[src/rtl/control_fsm_pkg.sv]
`default_nettype none
// +----------------------------------------------------------------------------+
// | Module      : ctrl_pkg                                                     |
// | Description : Shared widths, opcode and state encodings, and ALU select    |
// |               constants for the processor control unit.                    |
// | Revision    : 1.0 - initial release                                        |
// +----------------------------------------------------------------------------+
package ctrl_pkg;

    localparam int INSTR_W = 16;   // instruction width
    localparam int DADDR_W = 8;    // data-memory address width
    localparam int RADDR_W = 4;    // register-file address width
    localparam int ALUS_W  = 3;    // ALU function-select width

    // Opcode field IR[15:12]; any other code behaves as NOOP.
    typedef enum logic [3:0] {
        OP_NOOP  = 4'b0000,
        OP_STORE = 4'b0001,
        OP_LOAD  = 4'b0010,
        OP_ADD   = 4'b0011,
        OP_SUB   = 4'b0100,
        OP_HALT  = 4'b0101
    } opcode_t;

    // Values double as the OutState debug encoding. ST_NOOP is reserved:
    // DECODE routes NOOP straight back to FETCH.
    typedef enum logic [3:0] {
        ST_INIT   = 4'd0,
        ST_FETCH  = 4'd1,
        ST_DECODE = 4'd2,
        ST_NOOP   = 4'd3,
        ST_LOAD_A = 4'd4,
        ST_LOAD_B = 4'd5,
        ST_STORE  = 4'd6,
        ST_ADD    = 4'd7,
        ST_SUB    = 4'd8,
        ST_HALT   = 4'd9
    } state_t;

    localparam logic [ALUS_W-1:0] ALU_PASS = 3'b000;
    localparam logic [ALUS_W-1:0] ALU_ADD  = 3'b001;
    localparam logic [ALUS_W-1:0] ALU_SUB  = 3'b010;

endpackage : ctrl_pkg
`default_nettype wire

[src/rtl/control_fsm_if.sv]
`default_nettype none
// +----------------------------------------------------------------------------+
// | Module      : ctrl_if                                                      |
// | Description : Control bus between the control unit and the datapath.       |
// |   IR                         instruction from the instruction register     |
// |   PC_clr / PC_up             program-counter clear / increment             |
// |   IR_ld                      instruction-register load                     |
// |   D_addr / D_wr              data-memory address / write enable            |
// |   RF_s, RF_W_addr, RF_W_en   register-file write mux, address, enable      |
// |   RF_Ra_addr / RF_Rb_addr    register-file read addresses                  |
// |   ALU_s0                     ALU function select                           |
// |   OutState                   current state encoding (debug)                |
// |   master = control unit, slave = datapath                                  |
// | Revision    : 1.0 - initial release                                        |
// +----------------------------------------------------------------------------+
interface ctrl_if
    import ctrl_pkg::*;
#(
    parameter int INSTR_W_P = INSTR_W,
    parameter int DADDR_W_P = DADDR_W,
    parameter int RADDR_W_P = RADDR_W,
    parameter int ALUS_W_P  = ALUS_W
);
    logic [INSTR_W_P-1:0] IR;
    logic                 PC_clr;
    logic                 PC_up;
    logic                 IR_ld;
    logic [DADDR_W_P-1:0] D_addr;
    logic                 D_wr;
    logic                 RF_s;
    logic [RADDR_W_P-1:0] RF_W_addr;
    logic                 RF_W_en;
    logic [RADDR_W_P-1:0] RF_Ra_addr;
    logic [RADDR_W_P-1:0] RF_Rb_addr;
    logic [ALUS_W_P-1:0]  ALU_s0;
    logic [3:0]           OutState;

    modport master (
        input  IR,
        output PC_clr, PC_up, IR_ld, D_addr, D_wr, RF_s, RF_W_addr, RF_W_en,
               RF_Ra_addr, RF_Rb_addr, ALU_s0, OutState
    );

    modport slave (
        output IR,
        input  PC_clr, PC_up, IR_ld, D_addr, D_wr, RF_s, RF_W_addr, RF_W_en,
               RF_Ra_addr, RF_Rb_addr, ALU_s0, OutState
    );
endinterface : ctrl_if
`default_nettype wire

[src/rtl/control_fsm_decode.sv]
`default_nettype none
// +----------------------------------------------------------------------------+
// | Module      : ctrl_decode                                                  |
// | Description : Combinational Moore output decode: (state, IR operand        |
// |               fields) -> all control outputs. Outputs not used by a state  |
// |               are held at 0.                                               |
// |   state      current FSM state                                             |
// |   IR_fields  IR[11:0], the operand fields (opcode not needed here)         |
// |   others     control outputs, same meaning as on ctrl_if                   |
// | Revision    : 1.0 - initial release                                        |
// +----------------------------------------------------------------------------+
module ctrl_decode
    import ctrl_pkg::*;
(
    input  state_t                   state,
    input  logic [INSTR_W-5:0]       IR_fields,
    output logic                     PC_clr,
    output logic                     PC_up,
    output logic                     IR_ld,
    output logic [DADDR_W-1:0]       D_addr,
    output logic                     D_wr,
    output logic                     RF_s,
    output logic [RADDR_W-1:0]       RF_W_addr,
    output logic                     RF_W_en,
    output logic [RADDR_W-1:0]       RF_Ra_addr,
    output logic [RADDR_W-1:0]       RF_Rb_addr,
    output logic [ALUS_W-1:0]        ALU_s0
);

    always_comb begin
        PC_clr     = 1'b0;
        PC_up      = 1'b0;
        IR_ld      = 1'b0;
        D_addr     = '0;
        D_wr       = 1'b0;
        RF_s       = 1'b0;
        RF_W_addr  = '0;
        RF_W_en    = 1'b0;
        RF_Ra_addr = '0;
        RF_Rb_addr = '0;
        ALU_s0     = ALU_PASS;

        case (state)
            ST_INIT: begin
                PC_clr = 1'b1;
            end
            ST_FETCH: begin
                // IR captures mem[PC] and the PC advances on the same edge.
                PC_up = 1'b1;
                IR_ld = 1'b1;
            end
            ST_LOAD_A: begin
                // Address presented a cycle early to cover the synchronous read.
                D_addr    = IR_fields[11:4];
                RF_W_addr = IR_fields[3:0];
                RF_s      = 1'b1;
            end
            ST_LOAD_B: begin
                D_addr    = IR_fields[11:4];
                RF_W_addr = IR_fields[3:0];
                RF_s      = 1'b1;
                RF_W_en   = 1'b1;
            end
            ST_STORE: begin
                RF_Ra_addr = IR_fields[11:8];
                D_addr     = IR_fields[7:0];
                D_wr       = 1'b1;
            end
            ST_ADD, ST_SUB: begin
                RF_Ra_addr = IR_fields[11:8];
                RF_Rb_addr = IR_fields[7:4];
                RF_W_addr  = IR_fields[3:0];
                RF_W_en    = 1'b1;
                ALU_s0     = (state == ST_SUB) ? ALU_SUB : ALU_ADD;
            end
            default: ;
        endcase
    end

endmodule : ctrl_decode
`default_nettype wire

[src/rtl/control_fsm.sv]
`default_nettype none
// +----------------------------------------------------------------------------+
// | Module      : control_fsm                                                  |
// | Description : Fetch/decode/execute control unit. Holds the state register  |
// |               and next-state logic; output decode lives in ctrl_decode.    |
// |   Clk     system clock, rising edge                                        |
// |   ResetN  synchronous active-low reset                                     |
// |   bus     ctrl_if master: IR in, PC/IR/memory/RF/ALU controls out          |
// | Revision    : 1.0 - initial release                                        |
// +----------------------------------------------------------------------------+
module control_fsm
    import ctrl_pkg::*;
(
    input  wire    Clk,
    input  wire    ResetN,
    ctrl_if.master bus
);

    state_t r_state;
    state_t w_next;

    always_ff @(posedge Clk) begin
        if (!ResetN) begin
            r_state <= ST_INIT;
        end else begin
            r_state <= w_next;
        end
    end

    always_comb begin
        w_next = r_state;
        case (r_state)
            ST_INIT:   w_next = ST_FETCH;
            ST_FETCH:  w_next = ST_DECODE;
            ST_DECODE: begin
                // Opcode is only looked at here; undefined codes act as NOOP.
                case (bus.IR[INSTR_W-1 -: 4])
                    OP_LOAD:  w_next = ST_LOAD_A;
                    OP_STORE: w_next = ST_STORE;
                    OP_ADD:   w_next = ST_ADD;
                    OP_SUB:   w_next = ST_SUB;
                    OP_HALT:  w_next = ST_HALT;
                    default:  w_next = ST_FETCH;
                endcase
            end
            ST_LOAD_A: w_next = ST_LOAD_B;
            ST_LOAD_B: w_next = ST_FETCH;
            ST_STORE:  w_next = ST_FETCH;
            ST_ADD:    w_next = ST_FETCH;
            ST_SUB:    w_next = ST_FETCH;
            ST_HALT:   w_next = ST_HALT;
            // Reserved/unused encodings recover through INIT.
            default:   w_next = ST_INIT;
        endcase
    end

    assign bus.OutState = r_state;

    ctrl_decode u_decode (
        .state      (r_state),
        .IR_fields  (bus.IR[INSTR_W-5:0]),
        .PC_clr     (bus.PC_clr),
        .PC_up      (bus.PC_up),
        .IR_ld      (bus.IR_ld),
        .D_addr     (bus.D_addr),
        .D_wr       (bus.D_wr),
        .RF_s       (bus.RF_s),
        .RF_W_addr  (bus.RF_W_addr),
        .RF_W_en    (bus.RF_W_en),
        .RF_Ra_addr (bus.RF_Ra_addr),
        .RF_Rb_addr (bus.RF_Rb_addr),
        .ALU_s0     (bus.ALU_s0)
    );

endmodule : control_fsm
`default_nettype wire

[src/flat_wrapper.sv]
// flat-port wrapper written by rule: the top's interface ports become plain ports
module control_fsm_flat import ctrl_pkg::*;
  (Clk, ResetN, bus_IR, bus_PC_clr, bus_PC_up, bus_IR_ld, bus_D_addr, bus_D_wr, bus_RF_s, bus_RF_W_addr, bus_RF_W_en, bus_RF_Ra_addr, bus_RF_Rb_addr, bus_ALU_s0, bus_OutState);
  ctrl_if bus_i ();
  input  wire Clk;
  input  wire ResetN;
  input wire logic [$bits(bus_i.IR)-1:0] bus_IR;
  output wire logic [$bits(bus_i.PC_clr)-1:0] bus_PC_clr;
  output wire logic [$bits(bus_i.PC_up)-1:0] bus_PC_up;
  output wire logic [$bits(bus_i.IR_ld)-1:0] bus_IR_ld;
  output wire logic [$bits(bus_i.D_addr)-1:0] bus_D_addr;
  output wire logic [$bits(bus_i.D_wr)-1:0] bus_D_wr;
  output wire logic [$bits(bus_i.RF_s)-1:0] bus_RF_s;
  output wire logic [$bits(bus_i.RF_W_addr)-1:0] bus_RF_W_addr;
  output wire logic [$bits(bus_i.RF_W_en)-1:0] bus_RF_W_en;
  output wire logic [$bits(bus_i.RF_Ra_addr)-1:0] bus_RF_Ra_addr;
  output wire logic [$bits(bus_i.RF_Rb_addr)-1:0] bus_RF_Rb_addr;
  output wire logic [$bits(bus_i.ALU_s0)-1:0] bus_ALU_s0;
  output wire logic [$bits(bus_i.OutState)-1:0] bus_OutState;
  assign bus_i.IR = bus_IR;
  assign bus_PC_clr = bus_i.PC_clr;
  assign bus_PC_up = bus_i.PC_up;
  assign bus_IR_ld = bus_i.IR_ld;
  assign bus_D_addr = bus_i.D_addr;
  assign bus_D_wr = bus_i.D_wr;
  assign bus_RF_s = bus_i.RF_s;
  assign bus_RF_W_addr = bus_i.RF_W_addr;
  assign bus_RF_W_en = bus_i.RF_W_en;
  assign bus_RF_Ra_addr = bus_i.RF_Ra_addr;
  assign bus_RF_Rb_addr = bus_i.RF_Rb_addr;
  assign bus_ALU_s0 = bus_i.ALU_s0;
  assign bus_OutState = bus_i.OutState;
  control_fsm u_core (.Clk(Clk), .ResetN(ResetN), .bus(bus_i));
endmodule
[config.mk]
export PLATFORM = sky130hd
export DESIGN_NAME = control_fsm_flat
export DESIGN_NICKNAME = d
export VERILOG_FILES = /design/src/rtl/control_fsm_pkg.sv /design/src/rtl/control_fsm_if.sv /design/src/rtl/control_fsm_decode.sv /design/src/rtl/control_fsm.sv /design/src/flat_wrapper.sv
export SDC_FILE = /design/constraint.sdc
export NUM_CORES = 1
export LEC_CHECK = 0
export CORE_MARGIN = 4
export CORE_UTILIZATION = 25
export CTS_CLUSTER_SIZE = 12
export DETAILED_ROUTE_END_ITERATION = 10
export GPL_TIMING_DRIVEN = 1
export PLACE_DENSITY_LB_ADDON = 0.25
export SYNTH_ARGS = -nofsm -noshare
export SYNTH_HDL_FRONTEND = slang
export SYNTH_HIERARCHICAL = 1
export SYNTH_SLANG_ARGS = --single-unit
[constraint.sdc]
create_clock -name Clk -period 1.8 [get_ports Clk]
set_clock_uncertainty 0.2 [all_clocks]
set_input_delay 0.18 -clock Clk [delete_from_list [all_inputs] [get_ports Clk]]
set_output_delay 0.18 -clock Clk [all_outputs]
set_load 0.02 [all_outputs]
==> reports/qor.txt, run 1 <==
DRT Pass-1 Iters = 4
Die Y = 56.7 um
Synth Area in Adders = 0%
Initial core utilization = 26.6%
PD cells = 392 nW/um2
Crit path DAT = 1.45 ns
Multi-input logic area = 542 um2
Routed Antenna Nets = 0
Worst-Skew Late Latency = 0.24 ns
Cell Int Power = 0.317 mW
Wire per inst = 12.7 um
Filler Cell Count = 227
Placed cells = 168
Element type at the critical path start = register
Commonest non-fill, non-tap cells in the layout = clkdlybuf4s50_1 (18), buf_4 (15), buf_6 (12), nor2_1 (12), a21oi_1 (9)
DRT iter0 DRCs = 14
Dominant cell type by area after synthesis = dfxtp_1
Clock slew at reported path FFs = 0.04 ns
All-Layer GR Usage = 13.5%
Vias = 828
CP peak stage delay = 0.34 ns
Register area share after synthesis = 13.5%
Port Buffers = 49
CTS tree = yes
Ys async rst share = 0%
Setup slack after layout = -0.0332 ns
Max-cap violations = 0
First-pass GRT wire length = 3500 um
Global route overflow = 0
Final Cycle Share = 102%
Combinational family with the most area after synthesis = simple AND/OR/NAND/NOR gates
Area contributors post-synth = dfxtp_1 (14%), and2_1 (9.5%), a21oi_1 (8.4%)
Post-Layout Cell Count = 175
Yosys warning count = 6
Syn-to-layout area delta = 114%
Slew Limit Fails = 0
Core outline area = 2230 um2
Synth Area in XOR/XNOR = 1.48%
Total Power = 0.498 mW
Combinational power share = 55.2%
RSZ-0062 raised after global routing = true
Number of global-route vias before repair = 804
Initial antenna violation count = 0
CTS Buf Count = 3
Synth Instances = 85
Tmin final = 1.83 ns
Avg Vias per Cell = 4.73
Final hold vios = 0
Leakage power = 0.604 nW
Mapped cell area = 593 um2
Synth Area in Compound Gates = 22.4%
Sw frac = 36.4%
Crit end category = primary output
Simple-gate share of the synthesized area = 54.0%
DRC violation count after routing = 0
Synth top area share = 13.5%
#FFs+latches synth = 4
Post-synth EDFFs = 0
Die Area = 3220 um2
Cell chain of the critical path = nor4b_4 -> buf_4 -> o21ba_4 -> nor2b_2 -> buf_6
Mean Syn Cell Area = 6.98 um2
Most common cell after layout, fill and taps aside = clkdlybuf4s50_1
TNS Setup = -0.0928 ns
WS Path Type = reg2out
Storage element area = 87.6 um2
Clk root buf = clkbuf_4
CP max FO = 4
DIE WIDTH = 56.7 um
Clock buffer depth = 2
Outcome = complete, but fails checks
Max reg flops = 4
Dominant synthesized flop cell = dfxtp_1
Share of layout cells above drive strength 1 = 46.3%
Clock power frac = 22.6%
Max Fclk = 545 MHz
Htree depth = 1
Final setup viols = 4
Req. time, crit path = 1.42 ns
Distinct cells, synth = 31
Worst vdd ir = 0.231 mV
Fin nets = 167
Post-DP HPWL = 1740 um
Ant diodes = 0
Syn nets = 103
Final WL = 2220 um
Gp weighted congestion = 0.798
Largest net degree at the start of global routing = 15
CTS sink count = 4
Slowest cell on the critical path = dfxtp_2
Failing checks = setup timing
WHS = 0.340 ns
Sequential power share = 22.2%
Placement row count = 17
Mux share of post-synthesis cell area = 1.90%
P_sw = 0.181 mW
Hold-fix buffers, CTS = 0
Hold Crit Class = in2reg
Num ports = 51
power groups by stage:
stage | clock (mW) | sequential, mW | combinational [mW]
CTS | 0.117 | 0.109 | 0.262
detailed placement | 0 | 0.109 | 0.270
global route | 0.118 | 0.112 | 0.298
floorplan | 0 | 0.128 | 0.123
global placement | 0 | 0.108 | 0.266
finish | 0.112 | 0.111 | 0.275
cell families (layout without fill, tap and decap cells):
kind of cell    count (synthesis)  in the layout
compound gates                 20             20
xor+xnor                        1              1
buf+inv                         6             68
flops                           4              4
mux                             1              1
other cells                     1              1
simple gates                   52             52
cell usage after synthesis, types with 2 or more instances:
master and n:
nand2_1 5, buf_4 3, nor2b_2 4, and2_1 9, nor3_1 2, buf_2 2, and2b_1 5, nor2b_1 8
dfxtp_1 4, o211ai_1 2, a21oi_1 10, nor2_1 12
stage by stage:
| stage | instance area [um2] | setup WS, ns | utilization, % |
|---|---|---|---|
| final | 1270 | -0.0332 | 56.9 |
| after global routing | 1270 | -0.105 | 56.9 |
| after CTS | 1230 | -0.0555 | 54.9 |
| after detailed placement | 1190 | -0.193 | 53.2 |
| after global placement | 1190 | -0.161 | 53.2 |
| after floorplan | 613 | 0.0338 | - |
routing by layer:
metal | wire [um] | up-vias | GRT usage [%]
li1 | - | 413 | -
met2 | 1140 | 38 | 24.1
met5 | 0 | - | 0
met1 | 882 | 375 | 14.5
met4 | 4 | 0 | 5.76
met3 | 196 | 2 | 3.91
worst max-delay path, delay by kind of cell (launching register included):
kind                   cells  cell delay, ns
AOI/OAI and AO/OA          1            0.17
buffers and inverters      2            0.28
DFF                        1            0.34
and+or+nand+nor            2            0.42
path summary, 6_finish.rpt:
check / start / endpoint / slack, ns / cells past startpoint
setup / recovery: u_core/bus.OutState[0]$_SDFF_PN0_ / bus_RF_W_addr[2] / -0.03 / 5
hold / removal: ResetN / u_core/bus.OutState[0]$_SDFF_PN0_ / 0.34 / 3
setup reg to reg: u_core/bus.OutState[1]$_SDFF_PN0_ / u_core/bus.OutState[3]$_SDFF_PN0_ / 0.29 / 6
hold reg to reg: u_core/bus.OutState[0]$_SDFF_PN0_ / u_core/bus.OutState[2]$_SDFF_PN0_ / 0.44 / 2
repair_timing:
action,CTS,global route
setup buffers,1,3
pin swaps,2,1
endpoints found under the setup margin,30,29
endpoints found under the hold margin,0,0
resized for setup,105,38
area by class of cell:
class | count | share of cell area (%)
tap | 28 | 2.76
multi-input combinational | 75 | 42.6
inverter | 1 | 0.295
sequential | 4 | 6.89
clock buffer | 3 | 1.77
timing repair buffer | 64 | 45.7
Power figures use the tool's default switching activity.
==> inputs of run 2 (changes only) <==
- clock period: 1.8 -> 2.1 ns (I/O delays scaled with it)
==> run 2 against run 1 <==
  * The flow now finishes without violations
  * Utilization is 5.3 points lower
  * Critical path depth is 1 lower
  * Combinational power is 25% lower
  * Power is 20% lower
  * Global-route usage is 1.1 points lower
  * Sequential power is 18% lower
  * Via count is 1.2% lower
  * Non-clock buffer count is 6 lower
  * Critical path type unchanged
  * Largest power group unchanged
  * Highest routed layer unchanged
==> reports/qor.txt, run 2 (synthesis results as in run 1) <==
Outcome = completed
CTS tree = yes
Final WL = 2040 um
Clock slew at reported path FFs = 0.04 ns
Worst-Skew Late Latency = 0.24 ns
Avg Vias per Cell = 4.84
RSZ-0062 raised after global routing = false
Gp weighted congestion = 0.775
DRC violation count after routing = 0
PD cells = 345 nW/um2
All-Layer GR Usage = 12.4%
Die Area = 3220 um2
CTS Buf Count = 3
Final hold vios = 0
Crit path DAT = 1.62 ns
Final Cycle Share = 96.8%
Routed Antenna Nets = 0
Setup slack after layout = 0.0675 ns
WS Path Type = reg2out
Placement row count = 17
CP max FO = 9
Ant diodes = 0
Share of layout cells above drive strength 1 = 16.3%
Max Fclk = 492 MHz
DRT Pass-1 Iters = 4
Largest net degree at the start of global routing = 14
Slew Limit Fails = 0
Vias = 818
Req. time, crit path = 1.69 ns
Max-cap violations = 0
Commonest non-fill, non-tap cells in the layout = dlygate4sd2_1 (26), clkdlybuf4s50_1 (22), nor2_1 (12)
Global route overflow = 0
First-pass GRT wire length = 3250 um
Clk root buf = clkbuf_4
Most common cell after layout, fill and taps aside = dlygate4sd2_1
Initial core utilization = 26.6%
Setup bufs post-CTS = 0
Crit end category = primary output
TNS Setup = 0 ns
Num ports = 51
Final setup viols = 0
Fin nets = 161
CTS sink count = 4
Htree depth = 1
Tmin final = 2.03 ns
Leakage power = 0.580 nW
Post-Layout Cell Count = 169
Initial antenna violation count = 0
Number of global-route vias before repair = 733
Max reg flops = 4
Worst vdd ir = 0.241 mV
DRT iter0 DRCs = 14
Placed cells = 166
Wire per inst = 12.1 um
Clock buffer depth = 2
Hold Crit Class = in2reg
Syn-to-layout area delta = 94.3%
Core outline area = 2230 um2
Post-DP HPWL = 1680 um
DIE WIDTH = 56.7 um
Filler Cell Count = 251
Placement Setup Slack = 0.0427 ns
Element type at the critical path start = register
Die Y = 56.7 um
Hold-fix buffers, CTS = 0
Port Buffers = 49
[run 2: changes by cell type in the layout (fill, tap and decap cells not counted), moves of 6 or more]
cell	previous run	this run
dlygate4sd2_1	2	26
buf_6	12	0
buf_4	15	9
clkbuf_2	6	0
[run 2: final cells by class]
type / count / area [um2] / area share, %
clock buffer: 3 / 22.5 / 1.95
inverter: 1 / 3.75 / 0.326
multi-input combinational: 75 / 485 / 42.1
sequential: 4 / 80.1 / 6.95
tap: 28 / 35.0 / 3.04
timing repair buffer: 58 / 526 / 45.6
[run 2: through the flow]
step	area (um2)	util [%]	total power, mW	hold slack, ns
2_1_floorplan	599	-	0.210	0.151
3_3_place_gp	1160	51.9	0.310	0.487
3_5_place_dp	1160	51.9	0.311	0.507
4_1_cts	1150	51.5	0.402	0.354
5_1_grt	1150	51.6	0.427	0.397
6_report	1150	51.6	0.398	0.369
[run 2: worst paths after layout]
| check | from | end | slack, ns | cells after the start |
|---|---|---|---|---|
| min | ResetN | u_core/bus.OutState[0]$_SDFF_PN0_ | 0.37 | 3 |
| max | u_core/bus.OutState[3]$_SDFF_PN0_ | bus_RF_s | 0.07 | 4 |
| min reg2reg | u_core/bus.OutState[2]$_SDFF_PN0_ | u_core/bus.OutState[3]$_SDFF_PN0_ | 0.51 | 2 |
| max reg2reg | u_core/bus.OutState[1]$_SDFF_PN0_ | u_core/bus.OutState[3]$_SDFF_PN0_ | 0.63 | 5 |
[run 2: critical path, stage by stage (launching register included)]
cell and delay (ns):
dfxtp_1 0.33, nand2b_1 0.18, buf_4 0.18, nor2_1 0.09
clkdlybuf4s50_1 0.61
[run 2: what timing repair did]
action / CTS / global route
gates resized for setup: 28 / 1
endpoints found under the setup margin: 27 / 1
pin swaps: 0 / 0
[run 2: where the power goes]
part           leakage [nW]  internal [mW]  switching, mW  total (mW)
combinational         0.533          0.104          0.103       0.207
clock                0.0138         0.0642         0.0350      0.0992
sequential           0.0327         0.0824        0.00852      0.0909
[run 2: routing by layer]
| metal | routed length (um) | track usage (%) |
|---|---|---|
| met1 | 810 | 14.5 |
| met2 | 976 | 21.6 |
| met3 | 237 | 2.99 |
| met4 | 17 | 4.07 |
| met5 | 0 | 0 |
